[src/rtl/barrel_shifter_pkg.sv]
// Shared widths, word type and bit-reversal helper for the 32-bit barrel shifter.
package barrel_shifter_pkg;

  localparam int unsigned WIDTH   = 32;
  localparam int unsigned SHAMT_W = 5;

  typedef logic [WIDTH-1:0] word_t;

  // Mirrors bit i to bit WIDTH-1-i; lets a right-shift datapath also produce left shifts.
  function automatic word_t bit_reverse(input word_t w);
    word_t r;
    r = '0;
    for (int unsigned i = 0; i < WIDTH; i++) begin
      r[i] = w[WIDTH-1-i];
    end
    return r;
  endfunction

endpackage

[src/rtl/shift_stage.sv]
// One log-shifter stage: optional right shift by DIST with a caller-supplied fill bit.
module shift_stage
  import barrel_shifter_pkg::*;
#(
  parameter int unsigned DIST = 1
) (
  input  logic [WIDTH-1:0] i_word,
  input  logic             i_fill,
  input  logic             i_sel,
  output logic [WIDTH-1:0] o_word
);

  logic [WIDTH-1:0] w_shifted;

  assign w_shifted = {{DIST{i_fill}}, i_word[WIDTH-1:DIST]};
  assign o_word    = i_sel ? w_shifted : i_word;

endmodule

[src/rtl/barrel_shifter_32.sv]
// 32-bit SLL/SRA barrel shifter. Output register present when BARREL_SHIFTER_OUTREG_EN is
// defined; otherwise the result is purely combinational and clock/reset_n are unused.
module barrel_shifter_32
  import barrel_shifter_pkg::*;
(
  input  logic               clock,
  input  logic               reset_n,
  input  logic [WIDTH-1:0]   in,
  input  logic [SHAMT_W-1:0] shiftamt,
  input  logic               left,
  output logic [WIDTH-1:0]   out
);

  word_t w_pre;
  word_t w_res;
  logic  w_fill;
  word_t w_stage [SHAMT_W+1];

  // Left shifts run through the same right-shift stages on a mirrored operand.
  assign w_fill     = left ? 1'b0 : in[WIDTH-1];
  assign w_pre      = left ? bit_reverse(in) : in;
  assign w_stage[0] = w_pre;

  for (genvar k = 0; k < SHAMT_W; k++) begin : g_stage
    shift_stage #(
      .DIST(32'd1 << k)
    ) u_stage (
      .i_word(w_stage[k]),
      .i_fill(w_fill),
      .i_sel (shiftamt[k]),
      .o_word(w_stage[k+1])
    );
  end

  assign w_res = left ? bit_reverse(w_stage[SHAMT_W]) : w_stage[SHAMT_W];

`ifdef BARREL_SHIFTER_OUTREG_EN
  word_t r_out;

  always_ff @(posedge clock or negedge reset_n) begin
    if (!reset_n) begin
      r_out <= '0;
    end else begin
      r_out <= w_res;
    end
  end

  assign out = r_out;
`else
  logic w_unused_clk_rst;

  assign w_unused_clk_rst = clock ^ reset_n;
  assign out              = w_res;
`endif

endmodule

[config.mk]
export PLATFORM = sky130hd
export DESIGN_NAME = barrel_shifter_32
export DESIGN_NICKNAME = d
export VERILOG_FILES = /design/src/rtl/barrel_shifter_pkg.sv /design/src/rtl/shift_stage.sv /design/src/rtl/barrel_shifter_32.sv
export SDC_FILE = /design/constraint.sdc
export NUM_CORES = 1
export LEC_CHECK = 0
export BUFFER_PORTS_ARGS = -buffer_cell sky130_fd_sc_hd__buf_2
export CORE_MARGIN = 2
export CORE_UTILIZATION = 54
export DETAILED_ROUTE_END_ITERATION = 16
export GPL_ROUTABILITY_DRIVEN = 0
export PLACE_DENSITY = 0.92
export SYNTH_ARGS = -nofsm -noshare
export SYNTH_HDL_FRONTEND = slang
export SYNTH_SLANG_ARGS = --single-unit
[constraint.sdc]
create_clock -name vclk -period 2.2
set_input_delay 0.33 -clock vclk [all_inputs]
set_output_delay 0.33 -clock vclk [all_outputs]
set_load 0.05 [all_outputs]
==> impl_metrics.ini, run 1 <==
[status]
status = stopped before the end
lastStage = clock tree synthesis
error = [ERROR DPL-0038] Utilization greater than 100%, impossible to legalize

[synth]
synth_top_area_frac = 0.228
ys_types = 61
ys_seq_area_frac = 0
synthTopCellsByArea = mux2i_1 23%, mux4_2 9.5%, nand2_1 5.1%, a22oi_1 5.0%, mux2_2 4.2%
yosysWarnings = 0
yosysTopAreaCell = mux2i_1
synth_area_mm2 = 0.00378
syn_nets = 558
synth_cells = 518
avgSynthCellArea_um2 = 7.29

[floorplan]
die_w_um = 87.6
io_pins = 72
start_util = 0.556
die_h_um = 87.6
row_count = 30

[clock_tree]
cts_resized = 185
cts_hold_buf = 0
post_cts_buffers = 19

[placement]
place_area_mm2 = 0.00615
dpl.hpwl_um = 17500
io_buffer_count = 70
through the flow:
step,cells,setup slack (ns),TNS [ns]
2_1_floorplan,518,-0.710,-5.99
3_3_place_gp,836,-0.582,-16.44
3_5_place_dp,836,-0.703,-19.52
logic make-up after synthesis:
group	after synthesis	synth area share
mux	116	0.365
compound gates	175	0.341
xor+xnor	1	0.00232
simple gates	165	0.210
buf+inv	61	0.0821
cell usage after synthesis (8+ instances only):
library cell	n
o211ai_1	11
buf_2	14
mux2i_1	86
nor3_1	10
mux4_2	16
mux2_2	14
nand2_1	51
nor2_1	36
a21oi_1	22
o22ai_1	8
nand2b_1	19
a32oi_1	10
a211oi_1	12
a22oi_1	25
nor2b_1	9
nand3_1	13
clkbuf_1	23
o21ai_0	19
==> inputs of run 2 (changes only) <==
--- a/config.mk
+++ b/config.mk
@@ -7,10 +7,10 @@
 export LEC_CHECK = 0
 export BUFFER_PORTS_ARGS = -buffer_cell sky130_fd_sc_hd__buf_2
 export CORE_MARGIN = 2
-export CORE_UTILIZATION = 54
+export CORE_UTILIZATION = 40
 export DETAILED_ROUTE_END_ITERATION = 16
 export GPL_ROUTABILITY_DRIVEN = 0
-export PLACE_DENSITY = 0.92
+export PLACE_DENSITY_LB_ADDON = 0.15
 export SYNTH_ARGS = -nofsm -noshare
 export SYNTH_HDL_FRONTEND = slang
 export SYNTH_SLANG_ARGS = --single-unit
==> constraint.sdc (replaced) <==
create_clock -name vclk -period 2.9
set_input_delay 0.435 -clock vclk [all_inputs]
set_output_delay 0.435 -clock vclk [all_outputs]
set_load 0.05 [all_outputs]
==> impl_metrics.ini, run 2 <==
[status]
status = complete, but fails checks
violations = setup timing

[route]
routed_wl_um = 18000
ant_nets = 0
drt-wirelength-per-cell_um = 22.3
drc = 0
dr.pass1.iters = 6
viasPerCell = 6.63
drt-initial-drc-count = 686
via_count = 5359

[hold_path]
hold_path_class = primary input to output pin

[critical_path]
crit_buf_inv = 4
cp_max_fo = 8
start_kind = primary input
crit_family = multiplexers
path_cells = buf_12 -> buf_12 -> buf_4 -> mux2i_1 -> mux4_2 -> or3_1 -> o211a_1 -> o21a_1 -> o211ai_1 -> buf_4
cp_data_arrival_time_ns = 2.49
slowest_stage = mux4_2
critPathKind = primary input to output pin
end_kind = output pin
crit_required_ns = 2.47
cpPeakStageDelay_ns = 0.50

[finish]
area_growth_pct = 60.8
final_cell_mix = 152 x buf_4, 69 x mux2i_1, 48 x nand2_1, 37 x buf_2, 34 x nor2_1
diodes = 0
fin_area_mm2 = 0.00607
n_sequential_cell = 0
ff_latch_area_um2 = 0
clkbuf_count = 0
drive_gt1_frac = 0.511
nets = 739
final_common_cell = buf_4

[floorplan]
design.core.area_mm2 = 0.00920
row_count = 35
die_area_mm2 = 0.0102
io_pins = 72
die_h_um = 101
die_w_um = 101
start_util = 0.411

[power_and_ir_drop]
p_sw_w = 0.000848
p_comb_frac = 1.000
p_sw_frac = 0.560
leakage_nw = 2.66
power_per_cell_area_mw_per_mm2 = 249
p_clk_frac = 0
internal_power_w = 0.000666
p_seq_frac = 0
ir_worst_vdd_v = 0.000123

[timing]
finalMaxSlewViolations = 0
setup_viol = 3
fin_crit_ns = 2.93
rsz0062_at_grt = yes
hold_violations = 0
worst_slew_pin_slew_ns = 0.532
max_clock_freq_ghz = 0.342
slew_headroom = 0.641
finalCritPeriodShare = 1.01
fin_ws_ns = -0.0261
whs_ns = 1.45

[synth]
synth_area_mm2 = 0.00378
ys_seq_area_frac = 0
ys_types = 61
yosysTopAreaCell = mux2i_1
synthTopCellsByArea = mux2i_1 23%, mux4_2 9.5%, nand2_1 5.1%, a22oi_1 5.0%, mux2_2 4.2%
synth_most_common_cell = mux2i_1
syn_nets = 558
yosysWarnings = 0
synth_cells = 518
synth_top_area_frac = 0.228
avgSynthCellArea_um2 = 7.29
synth_common_cells = 86 x mux2i_1, 51 x nand2_1, 36 x nor2_1, 25 x a22oi_1, 23 x clkbuf_1

[placement]
place_area_mm2 = 0.00537
dpl.hpwl_um = 13700
io_buffer_count = 70

[grt]
grt_usage = 0.339
grt_use_met2 = 0.554
grt_max_degree = 37
met1_usage = 0.463
grt_overflow = 0
antenna_found_initial = 0
busiest_layer = met2
grt_pass1_wl_um = 27300
met3_usage = 0.0366
grt_pass1_vias = 4993

[flow_run]
drv_cap = 0

[clock_tree]
cts_hold_buf = 0
-- run 2: tightest hold or removal path, stage by stage --
cell,delay [ns]
buf_2,0.18
nand2b_1,0.12
a31oi_1,0.08
buf_4,0.19
-- run 2: kinds of logic (layout without fill, tap and decap cells) --
group	after synthesis	after routing	synth area share
AO/OA/AOI/OAI	175	175	0.341
XOR/XNOR	1	1	0.00232
buffers and inverters	61	240	0.0821
multiplexers	116	116	0.365
AND/OR/NAND/NOR	165	165	0.210
-- run 2: layout make-up --
type / count / area, µm²
fill: 756 / 3120
tap: 111 / 139
multi-input combinational: 457 / 3940
inverter: 8 / 40.0
timing repair buffer: 232 / 1960
-- run 2: power by group through the flow --
| stage | clock, W | combinational, W | sequential [W] |
|---|---|---|---|
| 3_3_place_gp | 0 | 0.00129 | 0 |
| 4_1_cts | 0 | 0.00139 | 0 |
| 2_1_floorplan | 0 | 0.000813 | 0 |
| 5_1_grt | 0 | 0.00158 | 0 |
| 3_5_place_dp | 0 | 0.00130 | 0 |
| 6_report | 0 | 0.00151 | 0 |
-- run 2: final timing paths --
kind | cells after the start | slack, ns | to | start
max | 10 | -0.03 | out[8] | shiftamt[2]
min | 4 | 1.45 | out[12] | shiftamt[4]
-- run 2: timing repair --
| action | in CTS | in global routing |
|---|---|---|
| cloned | 3 | 1 |
| setup endpoints to repair | 32 | 32 |
| pin swaps | 13 | 16 |
| gates resized for setup | 63 | 81 |
| setup buffers | 5 | 3 |
| endpoints found under the hold margin | 0 | 0 |
-- run 2: through the flow --
stage                     worst slack [ns]  total power, W  std cells  TNS [ns]   util
after global placement              -0.287         0.00129        797     -4.30  0.584
after detailed placement            -0.260         0.00130        797     -4.79  0.584
final                              -0.0261         0.00151        808   -0.0281  0.660
after CTS                          0.00518         0.00139        804         0  0.623
after global routing               -0.0611         0.00158        808    -0.303  0.660
after floorplan                     -0.253        0.000813        518    -0.915      -
-- run 2: per-layer routing --
metal  routed length, µm  vias up  part of all wire
li1                    -     2394                 -
met1                6960     2514              0.39
met2                8330      380              0.46
met3                1860       71              0.10
met4                 867        0             0.048
met5                   0        -                 0
Note: power is estimated with default switching activity, not from simulation.
